===== config.mk =====
export PLATFORM = sky130hd
export DESIGN_NAME = branch_predict_control
export DESIGN_NICKNAME = d
export VERILOG_FILES = /design/src/rtl/hazard_control_unit_types_pkg.sv /design/src/rtl/branch_target_buffer.sv /design/src/rtl/branch_predict_control.sv
export SDC_FILE = /design/constraint.sdc
export NUM_CORES = 1
export LEC_CHECK = 0
export CORE_ASPECT_RATIO = 1.4
export CORE_MARGIN = 1.5
export CORE_UTILIZATION = 25
export DETAILED_ROUTE_END_ITERATION = 7
export HOLD_SLACK_MARGIN = 0.05
export PLACE_DENSITY = 0.48
export SLEW_MARGIN = 5
export SYNTH_ARGS = -nofsm -noshare
export SYNTH_HDL_FRONTEND = slang
export SYNTH_SLANG_ARGS = --single-unit

===== constraint.sdc =====
create_clock -name CLK -period 13.4 [get_ports CLK]
set_input_delay 2.68 -clock CLK [delete_from_list [all_inputs] [get_ports CLK]]
set_output_delay 2.68 -clock CLK [all_outputs]
set_load 0.02 [all_outputs]

===== src/rtl/hazard_control_unit_types_pkg.sv =====
// Types shared by the hazard control unit and the branch predictor:
// next-PC mux select, BTB entry layout and 2-bit counter helpers.
package hazard_control_unit_types_pkg;

  typedef enum logic [2:0] {
    PCNPC    = 3'd0,
    PCBPC    = 3'd1,
    PCJPC    = 3'd2,
    PCPTA    = 3'd3,
    PRBPC    = 3'd4,
    PCERROR5 = 3'd5,
    PCERROR6 = 3'd6,
    PCERROR7 = 3'd7
  } pcselect_t;

  localparam logic [1:0] SNT = 2'b00;
  localparam logic [1:0] WNT = 2'b01;
  localparam logic [1:0] WT  = 2'b10;
  localparam logic [1:0] ST  = 2'b11;

  // tag is pc[31:2] shifted right by the index width, zero-extended to 30 bits
  typedef struct packed {
    logic        valid;
    logic [29:0] tag;
    logic [31:0] target;
    logic [1:0]  cnt;
  } btb_entry_t;

  function automatic logic [1:0] cnt_step(input logic [1:0] cnt, input logic taken);
    if (taken) return (cnt == ST)  ? ST  : cnt + 2'd1;
    else       return (cnt == SNT) ? SNT : cnt - 2'd1;
  endfunction

endpackage


===== src/rtl/branch_target_buffer.sv =====
// Direct-mapped BTB with 2-bit saturating counters: combinational lookup port
// and a clocked update port driven by resolved EX branches.
module branch_target_buffer
  import hazard_control_unit_types_pkg::*;
#(
  parameter int ENTRIES = 4
) (
  input  logic        CLK,
  input  logic        RST,
  input  logic [31:0] lk_pc,
  output logic        lk_hit,
  output logic [1:0]  lk_cnt,
  output logic [31:0] lk_target,
  input  logic        upd_en,
  input  logic [31:0] upd_pc,
  input  logic        upd_taken,
  input  logic [31:0] upd_target
);
  localparam int IDXW = $clog2(ENTRIES);

  btb_entry_t tbl [ENTRIES];

  logic [IDXW-1:0] lk_idx, up_idx;
  logic [29:0]     lk_tag, up_tag;
  btb_entry_t      lk_e, up_e;
  logic            up_hit;

  assign lk_idx = lk_pc[IDXW+1:2];
  assign up_idx = upd_pc[IDXW+1:2];
  assign lk_tag = lk_pc[31:2] >> IDXW;
  assign up_tag = upd_pc[31:2] >> IDXW;
  assign lk_e   = tbl[lk_idx];
  assign up_e   = tbl[up_idx];

  assign lk_hit    = lk_e.valid && (lk_e.tag == lk_tag);
  assign lk_cnt    = lk_e.cnt;
  assign lk_target = lk_e.target;
  assign up_hit    = up_e.valid && (up_e.tag == up_tag);

  // lookup reads the pre-update entry; no bypass from the update port
  always_ff @(posedge CLK or posedge RST) begin
    if (RST) begin
      for (int i = 0; i < ENTRIES; i++) begin
        tbl[i] <= '{valid: 1'b0, tag: '0, target: '0, cnt: WNT};
      end
    end else if (upd_en) begin
      if (up_hit) begin
        tbl[up_idx].cnt <= cnt_step(up_e.cnt, upd_taken);
      end else if (upd_taken) begin
        tbl[up_idx] <= '{valid: 1'b1, tag: up_tag, target: upd_target, cnt: WT};
      end
    end
  end

endmodule


===== src/rtl/branch_predict_control.sv =====
// Next-PC sequencing for the 5-stage pipeline: IF prediction from the BTB,
// EX mispredict recovery, jump redirect, flushes and branch statistics.
module branch_predict_control
  import hazard_control_unit_types_pkg::*;
#(
  parameter int ENTRIES = 4,
  parameter int CNTW    = 32
) (
  input  logic            CLK,
  input  logic            RST,
  input  logic [31:0]     if_pc,
  input  logic            if_valid,
  input  logic            id_jump,
  input  logic            ex_branch,
  input  logic [31:0]     ex_pc,
  input  logic            ex_taken,
  input  logic [31:0]     ex_target,
  input  logic            ex_predtaken,
  input  logic            pipe_stall,
  output pcselect_t       pcselect,
  output logic            pred_taken,
  output logic [31:0]     pred_target,
  output logic            flush_ifid,
  output logic            flush_idex,
  output logic [CNTW-1:0] branch_count,
  output logic [CNTW-1:0] mispredict_count
);
  logic        lk_hit;
  logic [1:0]  lk_cnt;
  logic [31:0] lk_target;
  logic        mis_t, mis_n, upd_en;

  branch_target_buffer #(.ENTRIES(ENTRIES)) u_btb (
    .CLK        (CLK),
    .RST        (RST),
    .lk_pc      (if_pc),
    .lk_hit     (lk_hit),
    .lk_cnt     (lk_cnt),
    .lk_target  (lk_target),
    .upd_en     (upd_en),
    .upd_pc     (ex_pc),
    .upd_taken  (ex_taken),
    .upd_target (ex_target)
  );

  assign pred_taken  = if_valid & lk_hit & lk_cnt[1];
  assign pred_target = lk_hit ? lk_target : 32'h0;

  assign mis_t  = ex_branch & ex_taken & ~ex_predtaken;
  assign mis_n  = ex_branch & ~ex_taken & ex_predtaken;
  assign upd_en = ex_branch & ~pipe_stall;

  // EX recovery outranks an ID jump, which outranks an IF prediction
  always_comb begin
    pcselect   = PCNPC;
    flush_ifid = 1'b0;
    flush_idex = 1'b0;
    if (mis_t) begin
      pcselect   = PCBPC;
      flush_ifid = 1'b1;
      flush_idex = 1'b1;
    end else if (mis_n) begin
      pcselect   = PRBPC;
      flush_ifid = 1'b1;
      flush_idex = 1'b1;
    end else if (id_jump) begin
      pcselect   = PCJPC;
      flush_ifid = 1'b1;
    end else if (pred_taken) begin
      pcselect   = PCPTA;
    end
  end

  always_ff @(posedge CLK or posedge RST) begin
    if (RST) begin
      branch_count     <= '0;
      mispredict_count <= '0;
    end else if (upd_en) begin
      branch_count <= branch_count + 1'b1;
      if (mis_t | mis_n) mispredict_count <= mispredict_count + 1'b1;
    end
  end

endmodule


==> flow_summary.ini <==
[sta]
final.period_utilization_pct = 72.03
min_period_ns = 9.652
final-max-slew-violation-count = 0
fmax_mhz = 103.6
timing_worst_slew_pin_value_ns = 1.121
setup-tns-final_ns = 0
final.hold.worst_slack_ns = 0.4598
hold_violations = 0
maxSlewHeadroom_pct = 25.27
unrepaired_setup_endpoints_after_global_routing = false
timing.clock.skew_ns = 0.01860
timing.final.setup_violations = 0

[floorplanning]
placement_rows = 109
initial_core_util_pct = 25.38
die-area_sq_mm = 0.06592
die_h_um = 303.2
top_level_ports = 206
placeableCoreArea_sq_mm = 0.06342
width_of_the_chip_um = 217.4

[yosys]
yosysWarningCount = 0
synth_commonest_cells = 312 x sky130_fd_sc_hd__dfrtp_1, 178 x sky130_fd_sc_hd__mux2_1, 84 x sky130_fd_sc_hd__xnor2_1
synth_edf_count = 0
synth_area_sq_mm = 0.01609
seq_area_frac_synth_pct = 49.17
ys_ff_latch = 316
synthMostInstantiatedCell = sky130_fd_sc_hd__dfrtp_1
syn_nets = 1185
synth_cells = 1079
top_cells_by_area_in_the_synthesized_netlist = sky130_fd_sc_hd__dfrtp_1 49%, sky130_fd_sc_hd__mux2_1 12%, sky130_fd_sc_hd__mux4_2 11%, sky130_fd_sc_hd__mux2_4 5.5%, sky130_fd_sc_hd__xnor2_1 4.6%
synth_top_area_share_pct = 48.52
ffs_w_async_s_r_synth_pct = 100.0
dominantRegCellSynth = sky130_fd_sc_hd__dfrtp_1
synth_top_area_cell = sky130_fd_sc_hd__dfrtp_1
postSynthAreaPerCell_sq_um = 14.91
synth.distinct_cells = 56

[grt]
globalRouteMet1Util_pct = 15.91
grt_antenna_before_repair = 2
grt_most_used_layer = met2
first_global_vias = 10690
grt_util_met2_pct = 23.77
grt_use_met3_pct = 2.729
groute.usage.overall_pct = 13.35
global_route_wire_length_before_repair_um = 66600
grt_start_max_net_pins = 113
grt_overflow = 0

[clocking]
clock_tree_root_buffer_cell = sky130_fd_sc_hd__clkbuf_16
insertion_delay_ns = 0.55
postCtsResizedCells = 0
holdBufCountCts = 0
clk_transition_reported_paths_ns = 0.06
cts_tree = yes
cts_htree_levels = 2
clock_sinks = 316
cts_inserted_buffers = 38
clock_tree.buffer_depth = 3
post_cts_buffers = 0

[drt]
detail_route.vias_per_cell = 4.547
drt_first_pass_iters = 5
detailroute.via_count = 9722
wl_um = 43160
ant_nets = 0
1st_iter_drt_viols = 411
drt-wirelength-per-cell_um = 20.19
drcViolationCount = 0

[cells_and_area]
flow.area_growth_from_synthesis_pct = 22.95
final_net_count = 1384
antenna-diode-count = 0
drive_gt1_share_pct = 18.30
fillerInstances = 6328

[setup_path]
crit_arrival_ns = 6.97
worstPathCellList = buf_4 -> buf_4 -> mux4_2 -> xor2_1 -> nor4_1 -> o2111a_1 -> nand4_1 -> or2_2 -> nor2b_1 -> clkdlybuf4s50_1
timing.critical_path.to_type = output pin
worst-path-max-fanout = 40
critPathLaunchType = input pin
cell_mode_on_critical_path = sky130_fd_sc_hd__buf_4
timing.critical_path.slowest_cell_delay_ns = 0.69
crit_path_top_delay_cell = sky130_fd_sc_hd__or2_2
worst-endpoint-required_ns = 10.72
setup.worst_path.class = input pin to output pin

[pwr]
peakVddDrop_mv = 0.07323
power_density_mw_per_mm2 = 144.2
p_leak_uw = 0.008281

[placement]
gpl.final_weighted_congestion = 0.7399
place.detailed.hpwl_um = 28550
io_buffer_count = 201

[run]
max_cap_violations = 0

[run_status]
result_of_the_run = finished clean

[min_path]
class_of_the_tightest_hold_or_removal_check = flop to flop
==> cell type report <==
type                       count  area (sq um)  share of cell area, %
tap                          832          1041                  5.261
multi-input combinational    695          7480                  37.80
clock inverter                11         72.57                 0.3668
timing repair buffer         213          2087                  10.55
sequential                   316          7913                  39.99
inverter                      14         60.06                 0.3035
clock buffer                  57          1134                  5.729
==> placed cells by master (no fill, tap or decap), types with 3 or more instances in the layout <==
cell type	synthesis	routed
sky130_fd_sc_hd__clkbuf_1	12	9
sky130_fd_sc_hd__clkbuf_16	0	39
sky130_fd_sc_hd__mux4_2	79	79
sky130_fd_sc_hd__nor3_1	7	7
sky130_fd_sc_hd__a22o_1	5	5
sky130_fd_sc_hd__clkdlybuf4s50_1	0	197
sky130_fd_sc_hd__mux2_2	9	9
sky130_fd_sc_hd__nand2_1	40	40
sky130_fd_sc_hd__xnor2_1	84	84
sky130_fd_sc_hd__o21ai_0	8	8
sky130_fd_sc_hd__clkbuf_8	0	9
sky130_fd_sc_hd__nor2b_1	34	34
sky130_fd_sc_hd__a22oi_1	3	3
sky130_fd_sc_hd__mux2_1	178	178
sky130_fd_sc_hd__nand3_1	28	28
sky130_fd_sc_hd__nand4_1	13	13
sky130_fd_sc_hd__a21oi_1	3	3
sky130_fd_sc_hd__clkinv_2	0	6
sky130_fd_sc_hd__xor2_1	29	29
sky130_fd_sc_hd__nand2b_1	8	8
sky130_fd_sc_hd__mux2i_1	26	26
sky130_fd_sc_hd__dfstp_2	4	4
sky130_fd_sc_hd__nand3_4	4	4
sky130_fd_sc_hd__dfrtp_1	312	312
sky130_fd_sc_hd__mux2_4	59	59
sky130_fd_sc_hd__o221ai_1	3	3
sky130_fd_sc_hd__and3_1	10	10
sky130_fd_sc_hd__a211o_1	3	3
sky130_fd_sc_hd__buf_4	5	14
sky130_fd_sc_hd__inv_1	14	13
sky130_fd_sc_hd__clkinvlp_4	0	3
sky130_fd_sc_hd__nor2_1	18	18
sky130_fd_sc_hd__and4_1	8	8
==> stage by stage <==
stage / area [sq um] / power, uW / cells / util [%] / setup slack [ns]
6_report: 19790 / 2853 / 2138 / 31.20 / 3.748
5_1_grt: 19790 / 3010 / 2138 / 31.20 / 3.454
4_1_cts: 19790 / 2915 / 2138 / 31.20 / 3.628
3_5_place_dp: 18580 / 1873 / 2070 / 29.30 / 3.631
3_3_place_gp: 18580 / 1854 / 2070 / 29.30 / 3.617
2_1_floorplan: 16090 / 1665 / 1079 / - / 1.984
==> critical path, delay by kind of cell <==
kind                   cells  cell delay (ns)
XOR/XNOR                   1             0.16
AND/OR/NAND/NOR            4             1.43
multiplexers               1             0.62
AO/OA/AOI/OAI              1             0.23
buffers and inverters      3             1.77
==> logic make-up (layout without fill, tap and decap cells) <==
logic type | Yosys count | in the layout | share of synthesized area, %
and+or+nand+nor | 183 | 183 | 6.609
DFF | 316 | 316 | 49.17
xor gates and xnor gates | 113 | 113 | 6.150
adders and majority gates | 3 | 3 | 0.2177
muxes | 351 | 351 | 31.26
buffers and inverters | 68 | 295 | 4.354
AOI/OAI and AO/OA | 45 | 45 | 2.239
==> state kept, by name (all words and copies together), names as in the netlist <==
| register | cells |
|---|---|
| mispredict_count | 32 |
| branch_count | 32 |
| u_btb.tbl | 252 |
==> power breakdown <==
part	switching (uW)	total (uW)	internal (uW)
Sequential	124	1270	1140
Clock	423	1010	587
Combinational	237	577	339
==> layer usage <==
metal | vias to the layer above | part of all wire, %
met5 | - | 0.056
met4 | 4 | 2.7
met3 | 63 | 4.5
met2 | 225 | 51
met1 | 5060 | 42
li1 | 4370 | -
==> worst paths after layout <==
check | startpoint | to | slack (ns) | cells after the start
setup / recovery | if_pc[2] | pred_target[13] | 3.75 | 10
hold / removal | u_btb.tbl[195] | u_btb.tbl[195] | 0.46 | 2
setup reg to reg | u_btb.tbl[44] | u_btb.tbl[175] | 9.25 | 8
hold reg to reg | u_btb.tbl[195] | u_btb.tbl[195] | 0.46 | 2
max in group asynchronous | RST | mispredict_count[14] | 8.45 | 4
min in group asynchronous | RST | u_btb.tbl[133] | 2.68 | 2
Note: power is estimated with default switching activity, not from simulation.
